<file path="src/rtl/segment_driver.sv">
// ---------------------------------------------------------------------------
// segment_driver
//
// Time-multiplexed driver for a four-digit, common-anode seven-segment
// display. It scans one digit at a time, and each digit stays enabled for
// REFRESH_COUNT clocks. The selected nibble is decoded to a hex glyph.
//
// Parameters
//   REFRESH_COUNT  clocks per digit dwell (2 .. 2**20)
//
// Ports
//   clk100Mhz      in   system clock; all state changes on the rising edge
//   rst            in   asynchronous, active-low reset
//   display_value  in   [15:12] digit 3 (leftmost) .. [3:0] digit 0 (rightmost)
//   display_dp     in   1 = light the decimal point on digit 2
//   cathodes       out  [7:1] = g f e d c b a, active-low
//   anodes         out  [3:0] digit enables, active-low, one-hot-zero
//   dp             out  decimal-point segment, active-low
//
// All outputs come from one register stage, so the anode and the glyph
// always belong to the same digit. There is no combinational path from an
// input to an output.
// ---------------------------------------------------------------------------
module segment_driver #(
    parameter int unsigned REFRESH_COUNT = 2500
) (
    input  logic        clk100Mhz,
    input  logic        rst,
    input  logic [15:0] display_value,
    input  logic        display_dp,
    output logic [7:1]  cathodes,
    output logic [3:0]  anodes,
    output logic        dp
);

    localparam int unsigned CNT_W = (REFRESH_COUNT > 2) ? $clog2(REFRESH_COUNT) : 1;
    localparam logic [CNT_W-1:0] TERMINAL = CNT_W'(REFRESH_COUNT - 1);

    logic [CNT_W-1:0] count_reg, count_next;
    logic [1:0]       digit_reg, digit_next;
    logic [3:0]       nibble;
    logic [6:0]       seg_next;
    logic [3:0]       anodes_next;
    logic             dp_next;
    logic [6:0]       cathodes_reg;
    logic [3:0]       anodes_reg;
    logic             dp_reg;

    // Dwell counter. At its wrap it advances the digit index.
    always_comb begin
        count_next = count_reg + CNT_W'(1);
        digit_next = digit_reg;
        if (count_reg == TERMINAL) begin
            count_next = '0;
            digit_next = digit_reg + 2'd1;
        end
    end

    // The outputs are decoded from the current index, not the next one.
    // The first edge after reset therefore shows digit 0. Every digit,
    // including the first after reset, is then shown for exactly
    // REFRESH_COUNT edges.
    always_comb begin
        nibble = 4'h0;
        case (digit_reg)
            2'd0: nibble = display_value[3:0];
            2'd1: nibble = display_value[7:4];
            2'd2: nibble = display_value[11:8];
            2'd3: nibble = display_value[15:12];
            default: nibble = 4'h0;
        endcase
    end

    always_comb begin
        seg_next = 7'b1111111;
        case (nibble)
            4'h0: seg_next = 7'b1000000;
            4'h1: seg_next = 7'b1111001;
            4'h2: seg_next = 7'b0100100;
            4'h3: seg_next = 7'b0110000;
            4'h4: seg_next = 7'b0011001;
            4'h5: seg_next = 7'b0010010;
            4'h6: seg_next = 7'b0000010;
            4'h7: seg_next = 7'b1111000;
            4'h8: seg_next = 7'b0000000;
            4'h9: seg_next = 7'b0010000;
            4'hA: seg_next = 7'b0001000;
            4'hB: seg_next = 7'b0000011;
            4'hC: seg_next = 7'b1000110;
            4'hD: seg_next = 7'b0100001;
            4'hE: seg_next = 7'b0000110;
            4'hF: seg_next = 7'b0001110;
            default: seg_next = 7'b1111111;
        endcase
    end

    genvar gi;
    generate
        for (gi = 0; gi < 4; gi++) begin : g_anode
            assign anodes_next[gi] = (digit_reg != 2'(gi));
        end
    endgenerate

    assign dp_next = ~((digit_reg == 2'd2) && display_dp);

    always_ff @(posedge clk100Mhz or negedge rst) begin
        if (!rst) begin
            count_reg    <= '0;
            digit_reg    <= 2'd0;
            anodes_reg   <= 4'b1111;
            cathodes_reg <= 7'b1111111;
            dp_reg       <= 1'b1;
        end else begin
            count_reg    <= count_next;
            digit_reg    <= digit_next;
            anodes_reg   <= anodes_next;
            cathodes_reg <= seg_next;
            dp_reg       <= dp_next;
        end
    end

    assign cathodes = cathodes_reg;
    assign anodes   = anodes_reg;
    assign dp       = dp_reg;

endmodule

</file>
<file path="config.mk">
export PLATFORM = sky130hd
export DESIGN_NAME = segment_driver
export DESIGN_NICKNAME = d
export VERILOG_FILES = /design/src/rtl/segment_driver.sv
export SDC_FILE = /design/constraint.sdc
export NUM_CORES = 1
export LEC_CHECK = 0
export CORE_UTILIZATION = 50
export DETAILED_ROUTE_END_ITERATION = 8
export HOLD_SLACK_MARGIN = 0.03
export PLACE_DENSITY = 0.79
export RECOVER_POWER = 100
export SLEW_MARGIN = 20
export SYNTH_ARGS = -nofsm -noshare
export SYNTH_HDL_FRONTEND = slang
export SYNTH_SLANG_ARGS = --single-unit
</file>
<file path="constraint.sdc">
create_clock -name clk100Mhz -period 4.25 [get_ports clk100Mhz]
set_clock_uncertainty 0.2 [all_clocks]
set_input_delay 0.85 -clock clk100Mhz [delete_from_list [all_inputs] [get_ports clk100Mhz]]
set_output_delay 0.85 -clock clk100Mhz [all_outputs]
set_load 0.03 [all_outputs]
</file>
==> impl_results.md <==
- Initial antenna violation count: 0
- Met3 usage: 2.778%
- Crit-path max cell delay: between 0.5 and 0.6 ns
- Fillers: 200
- Die span in x: 54.49 um
- Core area: around 0.0025 mm^2
- Area Growth Syn to Fin: 24.98%
- Mapped Cells: about 120
- Area of the multi-input gates: 639.4 um^2
- Flops & latches, synth: 26
- Critical path startpoint: display_value[13]
- CTS tree: done
- Syn Nets: approximately 150
- IO buf count: 30
- Max-cap violations: 0
- Sequential area share after synthesis: a little under 50%
- Max reg flops: 12
- CP max FO: 5
- Startpoint Class: input port
- I/O Pins: 31
- TritonCTS buffer count: 3
- Largest net degree at the start of global routing: 27
- Layout cell share with drive strength beyond 1: between 10% and 20%
- Final ANT Viol Nets: 0
- Vias: 997
- Fin crit period: slightly below 3 ns
- Clk root buf: clkbuf_4
- RSZ-0062 raised after global routing: no
- Hold path start: count_reg[0]
- Worst hold path class: flip-flop to flip-flop
- Initial core utilization: 54.13%
- Congestion Overflow GR: 0
- WS Path Type: input port to flip-flop
- GR Util met2: a little over a third
- H-tree depth: 1
- Cts hold-fix bufs: 0
- GRT Util Overall: 19.57%
- Critical path buffers and inverters: 2
- Synthesized area: between 0.001 and 0.0015 mm^2
- Ant. Diodes: 0
- GP Congestion: roughly 0.70
- Post-synth cell types: 28
- YS warnings: 0
- WL per Instance: roughly 14 um
- Post-route setup TNS: 0 ns
- Hold Vio Cnt, Final: 0
- Crit-path slowest cell: dlygate4sd3_1
- Fin nets: approximately 190
- Crit path DAT: 2.95 ns
- Final period utilization: about two thirds
- Post-cts sizing count: 0
- Final core occ: 67.65%
- Outcome: completed
- Most Crowded Layer GR: met2
- Fmax achieved: ~0.34 GHz
- # Post-CTS Setup Buffers: 0
- Worst slew margin: 12.14%
- CP required: about 4.3 ns
- Die area: 0.002969 mm^2
- Worst skew pair latency: about 0.31 ns
- Min Hold Slack: between 0.2 and 0.3 ns
- Vias in the first global route: around 950
- Drt pass-1 iters: 6
- Final wirelength: approximately 2500 um
- Syn_area_per_cell: ~11 um^2
- DRC: 0
- CP endpoint kind: flip-flop
- Leakage: approximately 0.78 nW
- CP delay by family, top: buffers and inverters
- Dpl hpwl: about 2000 um
- Clock slew at reported path FFs: 0.13 ns
- Site row count: 18
- Met1 GRT Util: 20.94%
- Pwr dens: 259.5 mW/mm^2
- Global-route wire length before repair: approximately 4000 um
- FF-to-FF Start: digit_reg[0]
- DRT iter0 DRCs: 15
- Worst slew pin tran: 1.318 ns
- Die Ht: 54.49 um
- VDD IR max: 0.0001965 V
- Final Max Tran Viols: 0
- Vias per cell: around 5.4
- Critical-path cell list: dlygate4sd3_1, a22oi_1, nand2_1, mux2i_1, inv_1, ha_1, or3_2, o21ai_0
- # setup viols final: 0
- Storage element area: between 600 and 700 um^2
- Num Clock Sinks: 26
- Maximum clock insertion buffer count: 2
## report_power, final
group	leakage, nW	total, mW	internal, mW	switching (mW)
clock	0.0210	0.121	0.0524	0.0682
combinational	0.456	0.0668	0.0317	0.0352
sequential	0.307	0.259	0.258	0.00177
total	0.784	0.447	0.342	0.105
## final cells by class
| class | count | share of cell area (%) |
|---|---|---|
| clock buffer | 4 | 2.108 |
| timing repair buffer | 30 | 17.08 |
| inverter | 13 | 2.834 |
| multi-input combinational | 80 | 37.14 |
| tap | 30 | 2.180 |
| sequential | 26 | 38.66 |
## path summary, 6_finish.rpt
check                                endpoint  cells past startpoint  slack [ns]
worst max-delay path              cathodes[5]                      8        1.35
worst min-delay path             count_reg[0]                      1        0.27
worst max register to register    cathodes[1]                      6        1.63
worst min register to register   count_reg[0]                      1        0.27
max in group asynchronous       count_reg[10]                      1        2.49
min in group asynchronous        count_reg[9]                      1        0.60
## layer usage
metal | routed length [um] | up-vias
met5 | 0 | -
met4 | 50 | 0
met3 | 90 | 4
met2 | 1381 | 31
met1 | 1012 | 483
li1 | - | 479
## layout by cell type (no fill, tap or decap)
cell type        netlist  layout
a221o_1                1       1
a222oi_1               3       3
a22oi_1                1       1
and2_0                 0       1
and3_1                 2       2
and3_2                 1       1
and4_1                 2       2
clkbuf_1               2       1
clkbuf_4               0       3
clkbuf_8               0       1
clkdlybuf4s50_1        0      14
dfrtp_1               14      14
dfstp_2               12      12
dlygate4sd3_1          0      15
ha_1                  12      12
inv_1                 13      13
mux2_2                 2       2
mux2i_1               10      10
nand2_1                8       8
nand3_1                4       4
nand4_1                3       3
nor2_1                 7       7
nor2b_1                1       1
nor4b_1                2       2
o21ai_0                2       2
o22ai_1                4       4
or2_4                  1       1
or3_2                  1       1
xnor2_1                8       8
xor2_1                 4       4
## through the flow
step	instances	setup slack, ns	power (mW)	cell area [um^2]
after floorplan	123	1.762	0.2981	1378
after global placement	179	1.200	0.3319	1692
after detailed placement	179	1.124	0.3347	1692
after CTS	183	1.482	0.4574	1728
after global routing	183	1.211	0.4657	1722
final	183	1.349	0.4468	1722
## cells in the mapped netlist
library cell | count | area (um^2)
buf_2 | 1 | 5.000
mux2_2 | 2 | 22.52
or2_4 | 1 | 8.760
a221o_1 | 1 | 10.01
xor2_1 | 4 | 35.03
nor4b_1 | 2 | 17.52
o21ai_0 | 2 | 10.01
xnor2_1 | 8 | 70.07
mux2i_1 | 10 | 100.1
dfstp_2 | 12 | 315.3
o22ai_1 | 4 | 25.02
dfrtp_1 | 14 | 350.3
and3_1 | 2 | 12.51
ha_1 | 12 | 150.1
and2_1 | 1 | 6.260
a22oi_1 | 1 | 7.510
a222oi_1 | 3 | 30.03
inv_1 | 13 | 48.80
nor2b_1 | 1 | 6.260
clkbuf_1 | 2 | 7.510
and4_1 | 2 | 17.52
and3_2 | 1 | 7.510
nand2_1 | 8 | 30.03
buf_6 | 1 | 11.26
or3_2 | 1 | 7.510
nand4_1 | 3 | 18.77
nand3_1 | 4 | 20.02
nor2_1 | 7 | 26.28
## worst register-to-register path, cell delays in order (launching register included)
cell and delay (ns):
dfrtp_1 0.42, inv_1 0.15, ha_1 0.30, a222oi_1 0.13
mux2i_1 0.89, xnor2_1 0.15, a221o_1 0.32
## logic make-up (layout without fill, tap and decap cells)
family / Yosys count / in the layout / share of synthesized area, %
adder cells (fa/ha/maj): 12 / 12 / 10.90
buffers and inverters: 17 / 47 / 5.268
XOR/XNOR: 12 / 12 / 7.629
multiplexers: 12 / 12 / 8.901
flip-flops: 26 / 26 / 48.32
AND/OR/NAND/NOR: 33 / 33 / 12.99
AO/OA/AOI/OAI: 11 / 11 / 5.995
No activity file was read; power rests on OpenSTA's default activity.
